--- src/rtl/axil_drop_ctrl_regs_if.sv ---
// AXI4-Lite control bus between the shell crossbar and the drop-control register block.
interface axil_drop_ctrl_regs_if;
  logic        awvalid;
  logic        awready;
  logic [31:0] awaddr;
  logic        wvalid;
  logic        wready;
  logic [31:0] wdata;
  logic        bvalid;
  logic        bready;
  logic [1:0]  bresp;
  logic        arvalid;
  logic        arready;
  logic [31:0] araddr;
  logic        rvalid;
  logic        rready;
  logic [31:0] rdata;
  logic [1:0]  rresp;

  modport slave (
    input  awvalid, awaddr, wvalid, wdata, bready, arvalid, araddr, rready,
    output awready, wready, bvalid, bresp, arready, rvalid, rdata, rresp
  );

  modport master (
    output awvalid, awaddr, wvalid, wdata, bready, arvalid, araddr, rready,
    input  awready, wready, bvalid, bresp, arready, rvalid, rdata, rresp
  );
endinterface

--- src/rtl/axil_drop_ctrl_regs.sv ---
// AXI4-Lite register block: drop enable, scratch register, and saturating
// packet / dropped-packet counters fed by a monitored AXI-Stream tap.
module axil_drop_ctrl_regs #(
  parameter logic [31:0] BASE_ADDR = 32'h0000_1000
) (
  input  logic                         axil_aclk,
  input  logic                         axil_aresetn,
  axil_drop_ctrl_regs_if.slave         s_axil,
  input  logic                         mon_tvalid,
  input  logic                         mon_tready,
  input  logic                         mon_tlast,
  output logic                         drop_en
);

  typedef enum logic [1:0] {W_IDLE, W_HAVE_AW, W_HAVE_W, W_RESP} w_state_e;
  typedef enum logic {R_IDLE, R_RESP} r_state_e;

  localparam logic [1:0] RESP_OKAY   = 2'b00;
  localparam logic [1:0] RESP_DECERR = 2'b11;
  localparam logic [1:0] OFS_CTRL    = 2'd0;
  localparam logic [1:0] OFS_SCRATCH = 2'd1;
  localparam logic [1:0] OFS_PKT     = 2'd2;
  localparam logic [1:0] OFS_DROP    = 2'd3;

  w_state_e    w_state, w_next;
  r_state_e    r_state, r_next;
  logic [31:0] aw_addr_q, w_data_q;
  logic [31:0] scratch_q, pkt_cnt_q, drop_cnt_q;

  logic        aw_hs, w_hs, b_hs, ar_hs, r_hs;
  logic        wr_fire, wr_in_win, ctrl_wr, cnt_clear, beat;
  logic [31:0] wr_addr, wr_data;
  logic        rd_in_win;
  logic [31:0] rd_value;

  // Byte-lane bits of the addresses are deliberately ignored by the decode.
  logic unused_addr_lsbs;
  assign unused_addr_lsbs = ^{s_axil.awaddr[1:0], s_axil.araddr[1:0], aw_addr_q[1:0]};

  assign aw_hs = s_axil.awvalid & s_axil.awready;
  assign w_hs  = s_axil.wvalid  & s_axil.wready;
  assign b_hs  = s_axil.bvalid  & s_axil.bready;
  assign ar_hs = s_axil.arvalid & s_axil.arready;
  assign r_hs  = s_axil.rvalid  & s_axil.rready;
  assign beat  = mon_tvalid & mon_tready & mon_tlast;

  // Address/data come from the latch when that half arrived earlier, else from the bus.
  assign wr_addr   = (w_state == W_HAVE_AW) ? aw_addr_q : s_axil.awaddr;
  assign wr_data   = (w_state == W_HAVE_W)  ? w_data_q  : s_axil.wdata;
  assign wr_fire   = (w_state != W_RESP) && (aw_hs || w_state == W_HAVE_AW)
                                         && (w_hs  || w_state == W_HAVE_W);
  assign wr_in_win = (wr_addr[31:4] == BASE_ADDR[31:4]);
  assign ctrl_wr   = wr_fire && wr_in_win && (wr_addr[3:2] == OFS_CTRL);
  assign cnt_clear = ctrl_wr && wr_data[1];

  // Write FSM next state.
  always_comb begin
    // NOTE: default first so every path assigns w_next and no latch is inferred.
    w_next = w_state;
    unique case (w_state)
      W_IDLE: begin
        if (aw_hs && w_hs) w_next = W_RESP;
        else if (aw_hs)    w_next = W_HAVE_AW;
        else if (w_hs)     w_next = W_HAVE_W;
      end
      W_HAVE_AW: if (w_hs)  w_next = W_RESP;
      W_HAVE_W:  if (aw_hs) w_next = W_RESP;
      W_RESP:    if (b_hs)  w_next = W_IDLE;
      default:              w_next = W_IDLE;
    endcase
  end

  // Write FSM state register.
  always_ff @(posedge axil_aclk or negedge axil_aresetn) begin
    // NOTE: non-blocking assignments so every flop samples pre-edge values.
    if (!axil_aresetn) w_state <= W_IDLE;
    else               w_state <= w_next;
  end

  // Write channel handshake outputs, latches and response.
  always_ff @(posedge axil_aclk or negedge axil_aresetn) begin
    if (!axil_aresetn) begin
      s_axil.awready <= 1'b0;
      s_axil.wready  <= 1'b0;
      s_axil.bvalid  <= 1'b0;
      s_axil.bresp   <= RESP_OKAY;
      aw_addr_q      <= '0;
      w_data_q       <= '0;
    end else begin
      s_axil.awready <= (w_next == W_IDLE) || (w_next == W_HAVE_W);
      s_axil.wready  <= (w_next == W_IDLE) || (w_next == W_HAVE_AW);
      s_axil.bvalid  <= (w_next == W_RESP);
      if (aw_hs)   aw_addr_q    <= s_axil.awaddr;
      if (w_hs)    w_data_q     <= s_axil.wdata;
      if (wr_fire) s_axil.bresp <= wr_in_win ? RESP_OKAY : RESP_DECERR;
    end
  end

  // Writable registers; counter slots are silently read-only.
  always_ff @(posedge axil_aclk or negedge axil_aresetn) begin
    if (!axil_aresetn) begin
      drop_en   <= 1'b0;
      scratch_q <= '0;
    end else if (wr_fire && wr_in_win) begin
      if (wr_addr[3:2] == OFS_CTRL)    drop_en   <= wr_data[0];
      if (wr_addr[3:2] == OFS_SCRATCH) scratch_q <= wr_data;
    end
  end

  // Saturating counters; a clear beats a same-cycle increment.
  always_ff @(posedge axil_aclk or negedge axil_aresetn) begin
    if (!axil_aresetn) begin
      pkt_cnt_q  <= '0;
      drop_cnt_q <= '0;
    end else if (cnt_clear) begin
      pkt_cnt_q  <= '0;
      drop_cnt_q <= '0;
    end else if (beat) begin
      if (pkt_cnt_q != '1)             pkt_cnt_q  <= pkt_cnt_q + 32'd1;
      if (drop_en && drop_cnt_q != '1) drop_cnt_q <= drop_cnt_q + 32'd1;
    end
  end

  // Read data mux from current register values; out-of-window reads return 0.
  assign rd_in_win = (s_axil.araddr[31:4] == BASE_ADDR[31:4]);
  always_comb begin
    rd_value = '0;
    if (rd_in_win) begin
      unique case (s_axil.araddr[3:2])
        OFS_CTRL:    rd_value = {31'd0, drop_en};
        OFS_SCRATCH: rd_value = scratch_q;
        OFS_PKT:     rd_value = pkt_cnt_q;
        OFS_DROP:    rd_value = drop_cnt_q;
        default:     rd_value = '0;
      endcase
    end
  end

  // Read FSM next state.
  always_comb begin
    r_next = r_state;
    unique case (r_state)
      R_IDLE:  if (ar_hs) r_next = R_RESP;
      R_RESP:  if (r_hs)  r_next = R_IDLE;
      default:            r_next = R_IDLE;
    endcase
  end

  // Read FSM state register, handshake outputs and held read data.
  always_ff @(posedge axil_aclk or negedge axil_aresetn) begin
    if (!axil_aresetn) begin
      r_state        <= R_IDLE;
      s_axil.arready <= 1'b0;
      s_axil.rvalid  <= 1'b0;
      s_axil.rdata   <= '0;
      s_axil.rresp   <= RESP_OKAY;
    end else begin
      r_state        <= r_next;
      s_axil.arready <= (r_next == R_IDLE);
      s_axil.rvalid  <= (r_next == R_RESP);
      if (ar_hs) begin
        s_axil.rdata <= rd_value;
        s_axil.rresp <= rd_in_win ? RESP_OKAY : RESP_DECERR;
      end
    end
  end

endmodule

--- src/flat_wrapper.sv ---
// flat-port wrapper written by rule: the top's interface ports become plain ports
module axil_drop_ctrl_regs_flat 
#(
  parameter logic [31:0] BASE_ADDR = 32'h0000_1000
)
  (axil_aclk, axil_aresetn, mon_tvalid, mon_tready, mon_tlast, drop_en, s_axil_awvalid, s_axil_awaddr, s_axil_wvalid, s_axil_wdata, s_axil_bready, s_axil_arvalid, s_axil_araddr, s_axil_rready, s_axil_awready, s_axil_wready, s_axil_bvalid, s_axil_bresp, s_axil_arready, s_axil_rvalid, s_axil_rdata, s_axil_rresp);
  axil_drop_ctrl_regs_if s_axil_i ();
  input  logic axil_aclk;
  input  logic axil_aresetn;
  input  logic mon_tvalid;
  input  logic mon_tready;
  input  logic mon_tlast;
  output logic drop_en;
  input wire logic [$bits(s_axil_i.awvalid)-1:0] s_axil_awvalid;
  input wire logic [$bits(s_axil_i.awaddr)-1:0] s_axil_awaddr;
  input wire logic [$bits(s_axil_i.wvalid)-1:0] s_axil_wvalid;
  input wire logic [$bits(s_axil_i.wdata)-1:0] s_axil_wdata;
  input wire logic [$bits(s_axil_i.bready)-1:0] s_axil_bready;
  input wire logic [$bits(s_axil_i.arvalid)-1:0] s_axil_arvalid;
  input wire logic [$bits(s_axil_i.araddr)-1:0] s_axil_araddr;
  input wire logic [$bits(s_axil_i.rready)-1:0] s_axil_rready;
  output wire logic [$bits(s_axil_i.awready)-1:0] s_axil_awready;
  output wire logic [$bits(s_axil_i.wready)-1:0] s_axil_wready;
  output wire logic [$bits(s_axil_i.bvalid)-1:0] s_axil_bvalid;
  output wire logic [$bits(s_axil_i.bresp)-1:0] s_axil_bresp;
  output wire logic [$bits(s_axil_i.arready)-1:0] s_axil_arready;
  output wire logic [$bits(s_axil_i.rvalid)-1:0] s_axil_rvalid;
  output wire logic [$bits(s_axil_i.rdata)-1:0] s_axil_rdata;
  output wire logic [$bits(s_axil_i.rresp)-1:0] s_axil_rresp;
  assign s_axil_i.awvalid = s_axil_awvalid;
  assign s_axil_i.awaddr = s_axil_awaddr;
  assign s_axil_i.wvalid = s_axil_wvalid;
  assign s_axil_i.wdata = s_axil_wdata;
  assign s_axil_i.bready = s_axil_bready;
  assign s_axil_i.arvalid = s_axil_arvalid;
  assign s_axil_i.araddr = s_axil_araddr;
  assign s_axil_i.rready = s_axil_rready;
  assign s_axil_awready = s_axil_i.awready;
  assign s_axil_wready = s_axil_i.wready;
  assign s_axil_bvalid = s_axil_i.bvalid;
  assign s_axil_bresp = s_axil_i.bresp;
  assign s_axil_arready = s_axil_i.arready;
  assign s_axil_rvalid = s_axil_i.rvalid;
  assign s_axil_rdata = s_axil_i.rdata;
  assign s_axil_rresp = s_axil_i.rresp;
  axil_drop_ctrl_regs #(.BASE_ADDR(BASE_ADDR)) u_core (.axil_aclk(axil_aclk), .axil_aresetn(axil_aresetn), .s_axil(s_axil_i), .mon_tvalid(mon_tvalid), .mon_tready(mon_tready), .mon_tlast(mon_tlast), .drop_en(drop_en));
endmodule
--- config.mk ---
export PLATFORM = sky130hd
export DESIGN_NAME = axil_drop_ctrl_regs_flat
export DESIGN_NICKNAME = d
export VERILOG_FILES = /design/src/rtl/axil_drop_ctrl_regs_if.sv /design/src/rtl/axil_drop_ctrl_regs.sv /design/src/flat_wrapper.sv
export SDC_FILE = /design/constraint.sdc
export NUM_CORES = 1
export LEC_CHECK = 0
export ABC_AREA = 1
export CORE_MARGIN = 5
export CORE_UTILIZATION = 57
export CTS_BUF_LIST = sky130_fd_sc_hd__clkbuf_8
export DETAILED_ROUTE_END_ITERATION = 8
export GPL_ROUTABILITY_DRIVEN = 0
export PLACE_DENSITY = 0.93
export SLEW_MARGIN = 20
export SYNTH_ARGS = -nofsm -noshare
export SYNTH_HDL_FRONTEND = slang
export SYNTH_SLANG_ARGS = --single-unit
export TNS_END_PERCENT = 30
--- constraint.sdc ---
create_clock -name axil_aclk -period 2.45 [get_ports axil_aclk]
set_input_delay 0.245 -clock axil_aclk [delete_from_list [all_inputs] [get_ports axil_aclk]]
set_output_delay 0.245 -clock axil_aclk [all_outputs]
set_load 0.01 [all_outputs]
Yosys cells after proc, flatten, opt, wreduce, memory -nomap -nowiden
Index checks and enable logic that the tools add are counted.

Output and inout bits: 42. Register bits: 204. Logic and storage cells: 85.

Equality and inequality tests: 15. Reductions and logical operators: 22. Mux-type cells: 22. Bitwise gates (word level): 9. Add/sub/neg operators: 2.

Operators with widths (count): 32-bit 2-to-1 mux (9); 32-bit one-hot mux with 4 select lines (1); 32-bit by 1-bit adder with 32-bit output (second input constant) (2); 32-bit != test (second input constant) (2); 28-bit by 9-bit == test with 1-bit output (second input constant) (2); 2-bit 2-to-1 mux (8); 2-bit == test (second input constant) (6); 2-bit by 1-bit == test with 1-bit output (second input constant) (4); 2-bit zero test (4); 2-bit one-hot mux with 4 select lines (1); 2-bit AND reduction (4); 1-bit bitwise AND (7); 1-bit logical AND (7); 2-bit nonzero test (3); 1-bit logical OR (4); 1-bit 2-to-1 mux (2); 2-bit != test (second input constant) (1); 1-bit inverter (2); 1-bit one-hot mux with 2 select lines (1).

Logic depth before layout (Yosys ltp)
Depth after elaboration: 9. Depth in mapped cells: 12.

Least setup slack after synthesis
No wires, ideal clock.

Path type: register to register. Start point: register u_core.pkt_cnt_q[0]. End point: register u_core.pkt_cnt_q[0]. Stages on the path, launching flop included: 12. Path slack: 0.702 ns. Clock period less this slack: 1.748 ns. Data required time: 2.330 ns. Arrival: 1.628 ns. Cell sequence: dfrtp_1 ha_1 nand2_2 nor2_4 nand3_4 nor2_4 nand4_4 nand2_4 inv_4 buf_6 nor2_1 nor3_2.

Longest elaborated chain between the ends: 4. Elaborated cells between the ends (all ways): 7. Classes of those cells: 1 x add/sub; 1 x eq/ne; 3 x mux; 2 x reduce/logical.

RTL lines: start: declaration (line axil_drop_ctrl_regs.sv:28) `logic [31:0] scratch_q, pkt_cnt_q, drop_cnt_q;`; start signal: assignment (line axil_drop_ctrl_regs.sv:119) `if (pkt_cnt_q != '1) pkt_cnt_q <= pkt_cnt_q + 32'd1;`; 32-bit by 1-bit adder with 32-bit output (line axil_drop_ctrl_regs.sv:119); 32-bit 2-to-1 mux (line axil_drop_ctrl_regs.sv:119); 32-bit 2-to-1 mux (line axil_drop_ctrl_regs.sv:118) `end else if (beat) begin`; 32-bit 2-to-1 mux (line axil_drop_ctrl_regs.sv:115) `end else if (cnt_clear) begin`.

Parallel ways exist; a longest one is shown, timed or not. The select of a mux whose other input is x is not followed. A chain may end at the register's enable or synchronous reset.

Final worst setup path
Start point: register u_core.w_state[1]. End point: register u_core.pkt_cnt_q[30].

Longest elaborated chain between the ends: 9. Elaborated cells between the ends (all ways): 18. Classes of those cells: 4 x eq/ne; 3 x mux; 11 x reduce/logical.

RTL lines: start: declaration (line axil_drop_ctrl_regs.sv:25) `w_state_e w_state, w_next;`; start signal: assignment (line axil_drop_ctrl_regs.sv:77) `else w_state <= w_next;`; parallel branches: the longest is 6 deep, another holds 32-bit 2-to-1 mux; 1-bit logical AND * (line axil_drop_ctrl_regs.sv:54) `assign cnt_clear = ctrl_wr && wr_data[1];`; 2-bit nonzero test (no source line); 2-bit AND reduction (no source line).

Every way passes the cells marked *.

==> key figures <==
Drt
  – # DRC: 0
  – Vias/cell: approximately 5.6
  – Total routed wirelength: roughly 27 mm
  – Wire per inst: between 10 and 15 µm
  – DR pass1 iterations: 6
  – Total number of vias: 10100
  – Antenna-violating nets left: 0
  – DRT iter0 DRCs: around 1100

Clocking
  – # Post-CTS Setup Buffers: 0
  – TritonCTS Sinks: 200
  – Skew-Pair Late Insertion Delay: ~0.48 ns
  – # hold bufs at CTS: 1
  – CTS max path bufs: 2
  – Num CTS Buffers: 17
  – CTS tree: done
  – H-tree depth: 4
  – PostCTS Resize Cnt: 0
  – Clock root buffer: clkbuf_8
  – Clock transition at the registers of the reported paths: around 0.11 ns

Logic synthesis
  – Yosys top cell area share: 46.8%
  – Post-synthesis adder-cell area fraction: less than 1%
  – Synth Warn #: 0
  – Simple-gate share of the synthesized area: 33.6%
  – Post-synth EDFFs: 0
  – Synth cell count leaders: nand2_1, dfrtp_1, inv_1, nor2_1, nand3_1
  – Synth area leader: dfrtp_1
  – Post-Syn Nets: ~1600
  – Most used DFF post-synth: dfrtp_1
  – Area contributors post-synth: dfrtp_1, nand2_1, nand3_1
  – Avg Inst Size Synth: between 7 and 8 µm²
  – Register area share after synthesis: 46.8%
  – Netlist Area Pre-Place: about 11000 µm²
  – Post-synthesis mux area share: under 10%
  – XOR/XNOR Fraction of Synth Area: less than 1%
  – Largest family of logic cells by synthesized area: simple AND/OR/NAND/NOR gates
  – Fraction of the mapped netlist area in compound gates: roughly 8.5%
  – Cells after Synth: about 1400
  – Netlist cell types: 40
  – Post-synthesis register bit count: 200
  – Post-synthesis async set-or-reset flop share: 100%
  – Most numerous cell in the Yosys netlist: nand2_1

Finish
  – Layout cells sized above 1: between 7 and 8%
  – Diode count: 0
  – Area grow syn2layout: 18.9%
  – Final-stage net count: between 1500 and 2000
  – Core Util, Final: roughly two thirds
  – Cell area after layout: approximately 13000 µm²
  – Fillers: about 1400

Timing
  – Min cycle time layout: ~2.1 ns
  – Fin. Hold Viols: 0
  – Fin Setup TNS: 0 ns
  – Worst relative slew slack: roughly 62%
  – Slew Limit Fails: 0
  – Hold_ws: roughly 0.30 ns
  – Fmax: about 470 MHz
  – Final Worst Setup Slack: slightly above 0.3 ns
  – Endpoints failing setup: 0
  – Worst slew pin tran: between 0.5 and 0.6 ns
  – RSZ-0062 raised after global routing: false
  – Period utilisation layout: 87.6%
  – Max Clock Skew: around 0.015 ns

Run
  – Max_cap viols: 0

Power
  – Net Sw Power: 2740 µW
  – Max VDD drop: around 0.57 mV
  – Pwr dens: between 600 and 700 nW/µm²
  – Clock power frac: between 20 and 25%
  – Pleak: 0.00643 µW
  – Int Power: 5430 µW
  – Comb pwr share: about a quarter
  – Sw frac: 33.6%
  – Sequential share of power: between 50% and 60%

Floorplanning
  – Initial Util: 57.6%
  – Full die area: 21600 µm²
  – Die width: ~150 µm
  – Die span in y: ~150 µm
  – Std cell rows: 50
  – Core area: 18600 µm²
  – Number of I/O pins: between 100 and 150

Worst setup path
  – Internal reg-to-reg setup slack: around 0.30 ns
  – Crit path DAT: 2.50 ns
  – Crit path launch type: flip-flop
  – Worst setup EP type: flip-flop
  – CP required: about 2.8 ns
  – Largest fanout on the critical path: 53
  – Crit path kind: reg -> reg

Placed design
  – Hpwl dp: between 15 and 20 mm
  – # port buffers: ~140
  – Pre-CTS WS: approximately 0.17 ns
  – Dpl cell area: about 12000 µm²

Global routing
  – Vias in the first global route: 9591
  – Largest net degree at the start of global routing: 65
  – First-pass GRT wire length: 45.6 mm
  – Initial antenna violation count: 0
  – GRT overflow: 0
  – Gr usage total: 25.4%

Min path
  – Hold Path Class: in -> async

Outcome
  – Run status: completed
-- cell usage in the layout, fill, tap and decap left out, drive strengths merged --
cell type        n
dlygate4sd3      1
a21o             1
nor3            20
clkbuf          19
nor4             7
nand4           16
o21a             1
o21bai           7
buf             21
a21oi            6
a221oi           1
nor2           159
clkinv           5
mux2            16
dfrtp          200
mux2i            1
o211ai          30
ha               2
clkinvlp         1
clkdlybuf4s50  142
nand2          485
nand3          144
o21ai          116
inv            169
xor2             8
and2             2
nor3b            1
-- power by group through the flow --
stage | clock [µW] | sequential, µW | combinational (µW)
after floorplan | 0 | 4200 | 1280
after global placement | 0 | 4240 | 1820
after detailed placement | 0 | 4270 | 1910
after CTS | 2060 | 4210 | 1930
after global routing | 2210 | 4290 | 2180
final | 2040 | 4220 | 1920
-- area by class of cell --
class | count | area, µm² | share of cell area (%)
Clock buffer | 18 | 248 | 1.95
Clock inverter | 14 | 130 | 1.02
Inverter | 161 | 607 | 4.77
Multi-Input combinational cell | 1023 | 4800 | 37.7
Sequential cell | 200 | 5000 | 39.3
Tap cell | 234 | 293 | 2.30
Timing Repair Buffer | 165 | 1640 | 12.9
-- cell families (layout without fill, tap and decap cells) --
| kind of cell | Yosys count | count (layout) |
|---|---|---|
| simple gates | 834 | 834 |
| buf+inv | 221 | 358 |
| flops | 200 | 200 |
| xor+xnor | 8 | 8 |
| fa+ha+maj | 2 | 2 |
| compound gates | 162 | 162 |
| mux | 17 | 17 |
-- critical path, stage by stage, from the launching register on --
cell and delay (ns):
dfrtp_1 0.42, inv_2 0.06, nand2_2 0.18, nand2_1 0.09
nor2_1 0.10, nand2_1 0.06, nand2_1 0.10, nand2_1 0.08
nor2_2 0.21, nand3_2 0.21, inv_2 0.13, buf_12 0.27
nor2_1 0.09
-- routing by layer --
layer / global-route usage, % / vias to the layer above / part of all wire (%)
li1: - / 4841 / -
met1: 33.9 / 4693 / 41
met2: 40.9 / 495 / 47
met3: 6.17 / 70 / 9.2
met4: 9.23 / 0 / 3.0
met5: 0 / - / 0
-- final timing paths --
check | start | to | depth (start not counted)
hold / removal | axil_aresetn | u_core.aw_addr_q[22] | 2
max in group asynchronous | axil_aresetn | u_core.scratch_q[17] | 3
setup reg to reg | u_core.w_state[1] | u_core.pkt_cnt_q[30] | 12
min in group axil_aclk | s_axil_wdata[16] | u_core.w_data_q[16] | 3
hold reg to reg | u_core.s_axil.rdata[23] | u_core.s_axil.rdata[23] | 2
setup / recovery | u_core.w_state[1] | u_core.pkt_cnt_q[30] | 12
-- per-stage QoR --
step | instances | total power [µW]
final | 1815 | 8180
after global routing | 1815 | 8680
after CTS | 1815 | 8200
after detailed placement | 1782 | 6180
after global placement | 1782 | 6060
after floorplan | 1444 | 5480
-- state kept, by name (all words and copies together) (netlist names), 2 cells and up --
register             count
u_core.aw_addr_q        30
u_core.drop_cnt_q       32
u_core.pkt_cnt_q        32
u_core.s_axil.rdata     32
u_core.scratch_q        32
u_core.w_data_q         32
u_core.w_state           2
No activity file was read; power rests on OpenSTA's default activity.
